## src/rtl/idct_odd_recon_if.sv

```systemverilog
// Handshake bundle for idct_odd_recon: odd coefficients in, odd partial terms out.
// The slave modport is the reconstruction block; the master modport drives it.
interface idct_odd_recon_if #(
    parameter int IN_WIDTH  = 16,
    parameter int DIM       = 8,
    parameter int ACC_WIDTH = 24
);
    logic                        in_valid;
    logic                        in_ready;
    logic signed [IN_WIDTH-1:0]  in_coef [DIM/2];
    logic                        out_valid;
    logic                        out_ready;
    logic signed [ACC_WIDTH-1:0] out_val [DIM/2];
    logic                        busy;

    modport master (
        output in_valid, in_coef, out_ready,
        input  in_ready, out_valid, out_val, busy
    );

    modport slave (
        input  in_valid, in_coef, out_ready,
        output in_ready, out_valid, out_val, busy
    );
endinterface

```

## src/rtl/idct_odd_recon.sv

```systemverilog
// IntIDCT odd-part reconstruction: O[j] = sum_k X[2k+1]*C[k][j], one coef per cycle.
// Optional macro IDCT_ODD_ROUND_EN rounds and shifts the output by SHIFT.
module idct_odd_recon #(
    parameter int IN_WIDTH  = 16,
    parameter int DIM       = 8,
    parameter int ACC_WIDTH = 24,
    parameter int SHIFT     = 7
) (
    input logic              HCLK,
    input logic              HRESETn,
    idct_odd_recon_if.slave  bus
);
    localparam int N  = DIM / 2;
    localparam int KW = (N > 2) ? 2 : 1;

    if (DIM != 4 && DIM != 8) begin : g_bad_dim
        $error("idct_odd_recon: DIM must be 4 or 8");
    end
    if (ACC_WIDTH < IN_WIDTH + 8) begin : g_bad_acc
        $error("idct_odd_recon: ACC_WIDTH must be >= IN_WIDTH+8");
    end
    if (SHIFT < 1 || SHIFT >= ACC_WIDTH) begin : g_bad_shift
        $error("idct_odd_recon: SHIFT out of range");
    end

    typedef enum logic [1:0] {IDLE, ACC, DONE} state_t;

    state_t                      state;
    logic [KW-1:0]               k;
    logic                        in_ready_q;
    logic                        out_valid_q;
    logic                        busy_q;
    logic signed [IN_WIDTH-1:0]  coef_reg [N];
    logic signed [ACC_WIDTH-1:0] acc      [N];
    logic signed [ACC_WIDTH-1:0] prod     [N];
    logic signed [IN_WIDTH-1:0]  cur;

    function automatic logic signed [7:0] cmat(input int kk, input int jj);
        logic signed [7:0] c;
        c = '0;
        if (DIM == 8) begin
            case (kk * 4 + jj)
                0:  c = 8'sd89;
                1:  c = 8'sd75;
                2:  c = 8'sd50;
                3:  c = 8'sd18;
                4:  c = 8'sd75;
                5:  c = -8'sd18;
                6:  c = -8'sd89;
                7:  c = -8'sd50;
                8:  c = 8'sd50;
                9:  c = -8'sd89;
                10: c = 8'sd18;
                11: c = 8'sd75;
                12: c = 8'sd18;
                13: c = -8'sd50;
                14: c = 8'sd75;
                15: c = -8'sd89;
                default: c = '0;
            endcase
        end else begin
            case (kk * 2 + jj)
                0: c = 8'sd83;
                1: c = 8'sd36;
                2: c = 8'sd36;
                3: c = -8'sd83;
                default: c = '0;
            endcase
        end
        return c;
    endfunction

    // One row of C per cycle, selected by the coefficient index k
    always_comb begin
        cur = coef_reg[k];
        for (int j = 0; j < N; j++) begin
            prod[j] = ACC_WIDTH'(cur) * ACC_WIDTH'(cmat(int'(k), j));
        end
    end

    always_ff @(posedge HCLK or negedge HRESETn) begin
        if (!HRESETn) begin
            state       <= IDLE;
            k           <= '0;
            in_ready_q  <= 1'b0;
            out_valid_q <= 1'b0;
            busy_q      <= 1'b0;
            for (int j = 0; j < N; j++) begin
                acc[j]      <= '0;
                coef_reg[j] <= '0;
            end
        end else begin
            case (state)
                IDLE: begin
                    in_ready_q <= 1'b1;
                    if (bus.in_valid && in_ready_q) begin
                        for (int j = 0; j < N; j++) begin
                            coef_reg[j] <= bus.in_coef[j];
                            acc[j]      <= '0;
                        end
                        k          <= '0;
                        in_ready_q <= 1'b0;
                        busy_q     <= 1'b1;
                        state      <= ACC;
                    end
                end
                ACC: begin
                    for (int j = 0; j < N; j++) begin
                        acc[j] <= acc[j] + prod[j];
                    end
                    k <= k + 1'b1;
                    if (k == KW'(N - 1)) begin
                        out_valid_q <= 1'b1;
                        state       <= DONE;
                    end
                end
                DONE: begin
                    if (bus.out_ready) begin
                        out_valid_q <= 1'b0;
                        busy_q      <= 1'b0;
                        in_ready_q  <= 1'b1;
                        state       <= IDLE;
                    end
                end
                default: state <= IDLE;
            endcase
        end
    end

    assign bus.in_ready  = in_ready_q;
    assign bus.out_valid = out_valid_q;
    assign bus.busy      = busy_q;

`ifdef IDCT_ODD_ROUND_EN
    localparam logic signed [ACC_WIDTH:0] RND = (ACC_WIDTH+1)'(1) << (SHIFT - 1);

    logic signed [ACC_WIDTH:0] wide [N];
    logic signed [ACC_WIDTH:0] shr  [N];

    // One guard bit keeps the rounding add from wrapping at full scale
    always_comb begin
        for (int j = 0; j < N; j++) begin
            wide[j]        = {acc[j][ACC_WIDTH-1], acc[j]} + RND;
            shr[j]         = wide[j] >>> SHIFT;
            bus.out_val[j] = shr[j][ACC_WIDTH-1:0];
        end
    end
`else
    always_comb begin
        for (int j = 0; j < N; j++) begin
            bus.out_val[j] = acc[j];
        end
    end
`endif
endmodule
```

## src/flat_wrapper.sv

```systemverilog
// flat-port wrapper written by rule: the top's interface ports become plain ports
module idct_odd_recon_flat 
#(
    parameter int IN_WIDTH  = 16,
    parameter int DIM       = 8,
    parameter int ACC_WIDTH = 24,
    parameter int SHIFT     = 7
)
  (HCLK, HRESETn, bus_in_valid, bus_in_coef, bus_out_ready, bus_in_ready, bus_out_valid, bus_out_val, bus_busy);
  idct_odd_recon_if #(.IN_WIDTH(IN_WIDTH), .DIM(DIM), .ACC_WIDTH(ACC_WIDTH)) bus_i ();
  input logic HCLK;
  input logic HRESETn;
  input wire logic [$bits(bus_i.in_valid)-1:0] bus_in_valid;
  input wire logic [$bits(bus_i.in_coef)-1:0] bus_in_coef;
  input wire logic [$bits(bus_i.out_ready)-1:0] bus_out_ready;
  output wire logic [$bits(bus_i.in_ready)-1:0] bus_in_ready;
  output wire logic [$bits(bus_i.out_valid)-1:0] bus_out_valid;
  output wire logic [$bits(bus_i.out_val)-1:0] bus_out_val;
  output wire logic [$bits(bus_i.busy)-1:0] bus_busy;
  assign bus_i.in_valid = bus_in_valid;
  assign bus_i.in_coef = {>>{bus_in_coef}};
  assign bus_i.out_ready = bus_out_ready;
  assign bus_in_ready = bus_i.in_ready;
  assign bus_out_valid = bus_i.out_valid;
  assign bus_out_val = {>>{bus_i.out_val}};
  assign bus_busy = bus_i.busy;
  idct_odd_recon #(.IN_WIDTH(IN_WIDTH), .DIM(DIM), .ACC_WIDTH(ACC_WIDTH), .SHIFT(SHIFT)) u_core (.HCLK(HCLK), .HRESETn(HRESETn), .bus(bus_i));
endmodule
```

## config.mk

```make
export PLATFORM = sky130hd
export DESIGN_NAME = idct_odd_recon_flat
export DESIGN_NICKNAME = d
export VERILOG_FILES = /design/src/rtl/idct_odd_recon_if.sv /design/src/rtl/idct_odd_recon.sv /design/src/flat_wrapper.sv
export SDC_FILE = /design/constraint.sdc
export NUM_CORES = 1
export LEC_CHECK = 0
export ABC_CLOCK_PERIOD_IN_PS = 19100
export BUFFER_PORTS_ARGS = -buffer_cell sky130_fd_sc_hd__buf_2
export CELL_PAD_IN_SITES_DETAIL_PLACEMENT = 1
export CELL_PAD_IN_SITES_GLOBAL_PLACEMENT = 1
export CORE_ASPECT_RATIO = 0.8
export CORE_UTILIZATION = 54
export CTS_CLUSTER_DIAMETER = 50
export DETAILED_ROUTE_END_ITERATION = 6
export PLACE_DENSITY_LB_ADDON = 0.1
export SYNTH_ARGS = -nofsm -noshare
export SYNTH_HDL_FRONTEND = slang
export SYNTH_SLANG_ARGS = --single-unit
```

## constraint.sdc

```tcl
create_clock -name HCLK -period 19.1 [get_ports HCLK]
set_input_delay 0.955 -clock HCLK [delete_from_list [all_inputs] [get_ports HCLK]]
set_output_delay 0.955 -clock HCLK [all_outputs]
set_load 0.03 [all_outputs]
```

Word-level counts from Yosys, hierarchy flattened
Memories as Yosys holds them, arrays and structs flattened.
Cells that the tools add are included.
{"block": "op_classes", "order_cmp": 1, "mux": 22, "n_reduce_logical": 14, "n_eq_ne": 6, "addsub": 8, "n_bitwise": 1, "n_mul": 4}
{"op": "$pmux W96 S2", "count": 1}
{"op": "$add A24 B24 Y24", "count": 4}
{"op": "$mul A16 B8 Y24", "count": 4}
{"op": "$mux W96", "count": 1}
{"op": "$logic_not A28 Y1", "count": 3}
{"op": "$bmux W16 S2", "count": 1}
{"op": "$mux W16", "count": 2}
{"op": "$mux W8", "count": 3}
{"op": "$add A4 B2 Y5 const B", "count": 2}
{"op": "$reduce_and A3 Y1", "count": 3}
{"op": "$mux W2", "count": 4}
{"op": "$pmux W1 S2", "count": 3}
{"op": "$pmux W2 S3", "count": 1}
{"op": "$reduce_and A2 Y1", "count": 3}
{"op": "$reduce_bool A2 Y1", "count": 3}
{"op": "$add A4 B1 Y5 const B", "count": 1}
{"op": "$mux W1", "count": 5}
{"op": "$eq A2 B2 Y1 const B", "count": 2}
{"op": "$ne A2 B1 Y1 const B", "count": 2}
{"op": "$pmux W2 S2", "count": 1}
{"op": "$ge A3 B3 Y1 const B", "count": 1}
{"op": "$not A2 Y3", "count": 1}
{"op": "$add A2 B1 Y2 const B", "count": 1}
{"op": "$eq A2 B1 Y1 const B", "count": 1}
{"op": "3 further kinds", "count": 3}
{"block": "word_totals", "rom_bits": 512, "elab_cells": 73, "out_inout_bits": 99, "ff_bits": 167, "memories": 4, "inputBits": 68}
{"memory": "(name not given)", "depth": 16, "word_bits": 8, "read_ports": 1, "rd_ports_with_merged_regs": 0, "wr": 0, "line": "idct_odd_recon.sv:42", "rtl": "case (kk * 4 + jj)"}
{"memory": "(name not given)", "depth": 16, "word_bits": 8, "read_ports": 1, "rd_ports_with_merged_regs": 0, "wr": 0, "line": "idct_odd_recon.sv:42"}
{"memory": "(name not given)", "depth": 16, "word_bits": 8, "read_ports": 1, "rd_ports_with_merged_regs": 0, "wr": 0, "line": "idct_odd_recon.sv:42"}
{"memory": "(name not given)", "depth": 16, "word_bits": 8, "read_ports": 1, "rd_ports_with_merged_regs": 0, "wr": 0, "line": "idct_odd_recon.sv:42"}

Depth between registers and ports, before layout
{"block": "logic_depth", "ltp_word": 7, "mapped_depth": 29, "mapped_depth_nobuf": 24}

Worst setup path after synthesis
No wires, ideal clock.
{"block": "synth_path", "kind": "register to register", "startpoint": "register u_core.k[0]", "endpoint": "register u_core.acc (netlist bit u_core.bus.out_val[23])", "slack_ns": 12.414, "stages_incl_launch_ff": 27, "t_required_ns": 18.971, "n_path_buf": 8, "setup_ns": 0.129, "synth_period_minus_slack_ns": 6.686, "t_arrival_ns": 6.557, "path_cell_list": "dfrtp_1 -> buf_4 -> buf_6 -> buf_6 -> buf_4 -> inv_1 -> clkbuf_1 -> ha_1 -> clkbuf_1 -> clkbuf_1 -> clkbuf_1 -> nand2_1 -> fa_1 -> inv_1 -> fa_1 -> fa_1 -> fa_1 -> ha_1 -> ha_1 -> a21o_1 -> a31o_2 -> a2111oi_2 -> nor3_1 -> a221oi_1 -> a21oi_1 -> xnor2_1 -> o21ai_1"}
{"block": "synth_via", "elab_chain_cells": 7, "elab_cells_between_ends": 11, "cone_classes": "add/sub (2); mul (1); mux (5); bitwise (1); reduce/logical (1); memory (1)"}
{"item": "start, declared", "line": "idct_odd_recon.sv:29", "rtl": "logic [KW-1:0] k;"}
{"item": "start signal, assigned", "line": "idct_odd_recon.sv:111", "rtl": "k <= k + 1'b1;"}
{"item": "branches (longest 4 deep; another with $mem_v2 Z16 W8)"}
{"item": "$mul A16 B8 Y24 *", "line": "idct_odd_recon.sv:77", "rtl": "prod[j] = ACC_WIDTH'(cur) * ACC_WIDTH'(cmat(int'(k), j));"}
{"item": "$add A24 B24 Y24 *", "line": "idct_odd_recon.sv:109", "rtl": "acc[j] <= acc[j] + prod[j];"}
{"item": "$pmux W96 S2 *", "line": "idct_odd_recon.sv:93", "rtl": "case (state)"}
{"item": "end signal, assigned by index", "line": "idct_odd_recon.sv:109"}
{"item": "end, declared", "line": "idct_odd_recon.sv:34", "rtl": "logic signed [ACC_WIDTH-1:0] acc [N];"}
Every way passes the cells marked *. The select of a mux whose other input is x is not followed.
A chain may end at the register's enable or synchronous reset.

Worst setup path after layout
{"block": "layout_path", "startpoint": "register u_core.k[0]", "endpoint": "register u_core.acc (netlist bit u_core.bus.out_val[47])"}
Same word-level chain as after synthesis.

==> results.toml <==
[grt]
grt_start_max_net_pins = 74
grt_busiest_layer = "met2"
use_met2_pct = 57.8
met3_usage_pct = 9.51
antenna_found_initial = 0
grt_pass1_vias = 21300
grt_pass1_wl_um = 124000
global_route.overflow_total = 0
gr-usage-met1_pct = 48.9
track_usage_pct = 36.3

[logic_synthesis]
synth_top_area_cell = "fa_1"
yosysWarningCount = 0
synth_ff_type = "dfrtp_1"
synth.avg_cell_area_um2 = 9.56
yosysUniqueCellTypes = 68
synth_seq_cells = 167
synth_edf_count = 0
ys_async_sr_fraction_pct = 100
synth_top_cells_by_area = "fa_1 33%, dfrtp_1 17%, ha_1 14%, inv_1 6.6%, nand2_1 5.5%"
syn_area_um2 = 24500
synth.yosys.seq_area_share_pct = 17.1
synth_top_area_share_pct = 33.3
syn_inst = 2564
synth_nets = 3316

[detailed_routing]
route.detailed.drc = 0
via_per_inst = 5.71
final_antenna_net_count = 0
drt-wirelength-per-cell_um = 23.8
routed_wl_um = 78600
vias = 18900
drt_pass1_iterations = 5
first_iter_violations = 1275

[floorplanning]
rows = 69
coreArea_um2 = 44500
dieArea_um2 = 46200
die_w_um = 240
io_pins = 167
die_y_um = 193
initial_core_util_pct = 55.0

[timing]
period_share_pct = 42.8
fin_tns_setup_ns = 0
slew_violations = 0
hold_violations = 0
max_freq_ghz = 0.122
fin_skew_ns = 0.0220
tightest_slew_ns = 1.08
grt_setup_unrepaired = "false"
slew_headroom_pct = 28.1
setup_viol = 0
finalCriticalPeriod_ns = 8.17

[cts]
root_buffer = "clkbuf_16"
cts_tree = "built"
clk-insertion-delay-late_ns = 0.49
clkTransAtPathRegs_ns = 0.08
clk_path_buf_depth = 2
cts_hold_buf = 0
cts.sinks = 167
cts_buffers = 17
postCtsSetupRepairBufs = 0
cts_resized = 0
cts_max_level = 4

[critical_path]
r2r_end = "u_core.bus.out_val[47]"
r2r_slack_ns = 10.93
reg2reg_depth = 21
critical_path_class = "flip-flop to flip-flop"
crit_arrival_ns = 8.52
worst-endpoint-required_ns = 19.45
worstReg2RegStart = "u_core.k[0]"
end_kind = "flip-flop"
cp_max_fo = 39
cp-start-kind = "flip-flop"

[placement]
gp_congestion = 0.942
dpl.hpwl_um = 64900
portBuffers = 166

[final_layout]
nFillCells = 5120
fin_nets = 3444
syn2layout_area_growth_pct = 8.29
largest_register_ffs = 96
layout-drive-gt1-share_pct = 10.7
diodes = 0

[worst_hold_path]
hold_path.class = "input port to asynchronous set/reset pin"

[run_status]
status = "finished clean"

[job]
drv_cap = 0
==> layer usage <==
| layer | vias to the layer above | share of wire (%) | routed length [µm] |
|---|---|---|---|
| li1 | 8320 | - | - |
| met1 | 9895 | 43 | 34000 |
| met2 | 591 | 47 | 36700 |
| met3 | 98 | 7.7 | 6050 |
| met4 | 0 | 2.3 | 1810 |
| met5 | - | 0 | 0 |
==> cells in the mapped netlist (8+ instances only) <==
cell,n
o21bai_1,28
a21oi_1,52
mux2i_1,31
clkbuf_1,65
a21o_1,24
nand3_1,43
dfrtp_1,167
nor2b_1,25
o21ai_1,12
buf_1,9
nor2_2,10
nand2b_1,22
o21a_1,13
ha_1,276
inv_1,429
xor2_1,47
nor2_1,151
o211ai_1,8
nand2_1,362
nor3_1,15
fa_1,408
o21ai_0,105
and2_1,10
xnor2_1,93
or2_2,17
or3_1,12
a31oi_1,15
==> worst max-delay path, stage by stage (launching register included) <==
cell and delay (ns):
dfrtp_4 0.78, buf_4 0.64, mux2i_1 0.25, nor2_1 0.09, nor2_1 0.76, inv_1 0.37, nand2_1 0.34, fa_1 0.50
fa_1 0.55, inv_1 0.05, fa_1 0.49, fa_1 0.54, fa_1 0.43, ha_1 0.37, o21ai_0 0.17, o21ai_0 0.55
a31oi_1 0.25, a31o_2 0.33, o2111ai_1 0.21, a21oi_1 0.11, xnor2_1 0.14, o21ai_1 0.08
==> through the flow <==
stage,instances,hold slack (ns),area [µm²],util (%),worst slack [ns]
final,3308,0.456,26500,59.6,10.93
after global routing,3308,0.495,26500,59.6,10.48
after CTS,3308,0.459,26500,59.6,10.91
after detailed placement,3276,0.466,26000,58.3,10.95
after global placement,3276,0.461,26000,58.3,11.26
after floorplan,2564,0.440,24500,-,12.41
==> kinds of logic after synthesis <==
kind of cell,after synthesis,synth area share (%)
simple gates,706,12.8
mux,34,1.40
compound gates,307,7.94
fa+ha+maj,689,47.6
xor+xnor,140,5.00
flops,167,17.1
buf+inv,521,8.19
==> how the worst max path moves through the flow <==
stage | to | cells past startpoint | slack [ns] | startpoint
3_3_place_gp | u_core.bus.out_val[46] | 21 | 11.26 | u_core.k[0]
2_1_floorplan | u_core.bus.out_val[23] | 26 | 12.41 | u_core.k[0]
3_5_place_dp | u_core.bus.out_val[47] | 21 | 10.95 | u_core.k[0]
4_1_cts | u_core.bus.out_val[47] | 21 | 10.91 | u_core.k[0]
5_1_grt | u_core.bus.out_val[47] | 21 | 10.48 | u_core.k[0]
6_report | u_core.bus.out_val[47] | 21 | 10.93 | u_core.k[0]
==> layout make-up <==
cell class,instances,area [µm²],area share (%)
Tap cell,603,754,2.84
Multi-Input combinational cell,1876,18300,69.1
Clock inverter,14,134,0.505
Timing Repair Buffer,195,1050,3.98
Inverter,435,1630,6.15
Sequential cell,167,4180,15.8
Clock buffer,18,429,1.62
==> layout by cell type (no fill, tap or decap), drive strengths merged, types with 6 or more instances in the layout <==
cell,n
and2,11
or3,12
o21bai,30
nor2b,26
nand2,366
nor2,164
buf,195
nor3b,7
fa,408
a31oi,15
o211ai,9
a21oi,54
or2,20
o21ai,117
a31o,6
o21a,13
ha,276
clkbuf,18
xor2,47
a21o,24
inv,443
nor3,15
nand3,43
a211oi,8
mux2i,31
dfrtp,167
nand2b,22
xnor2,93
and3,7
Power is left out: the tool's default activity adds up to more than one toggle a clock period on the data nets, which glitch-free logic cannot reach.
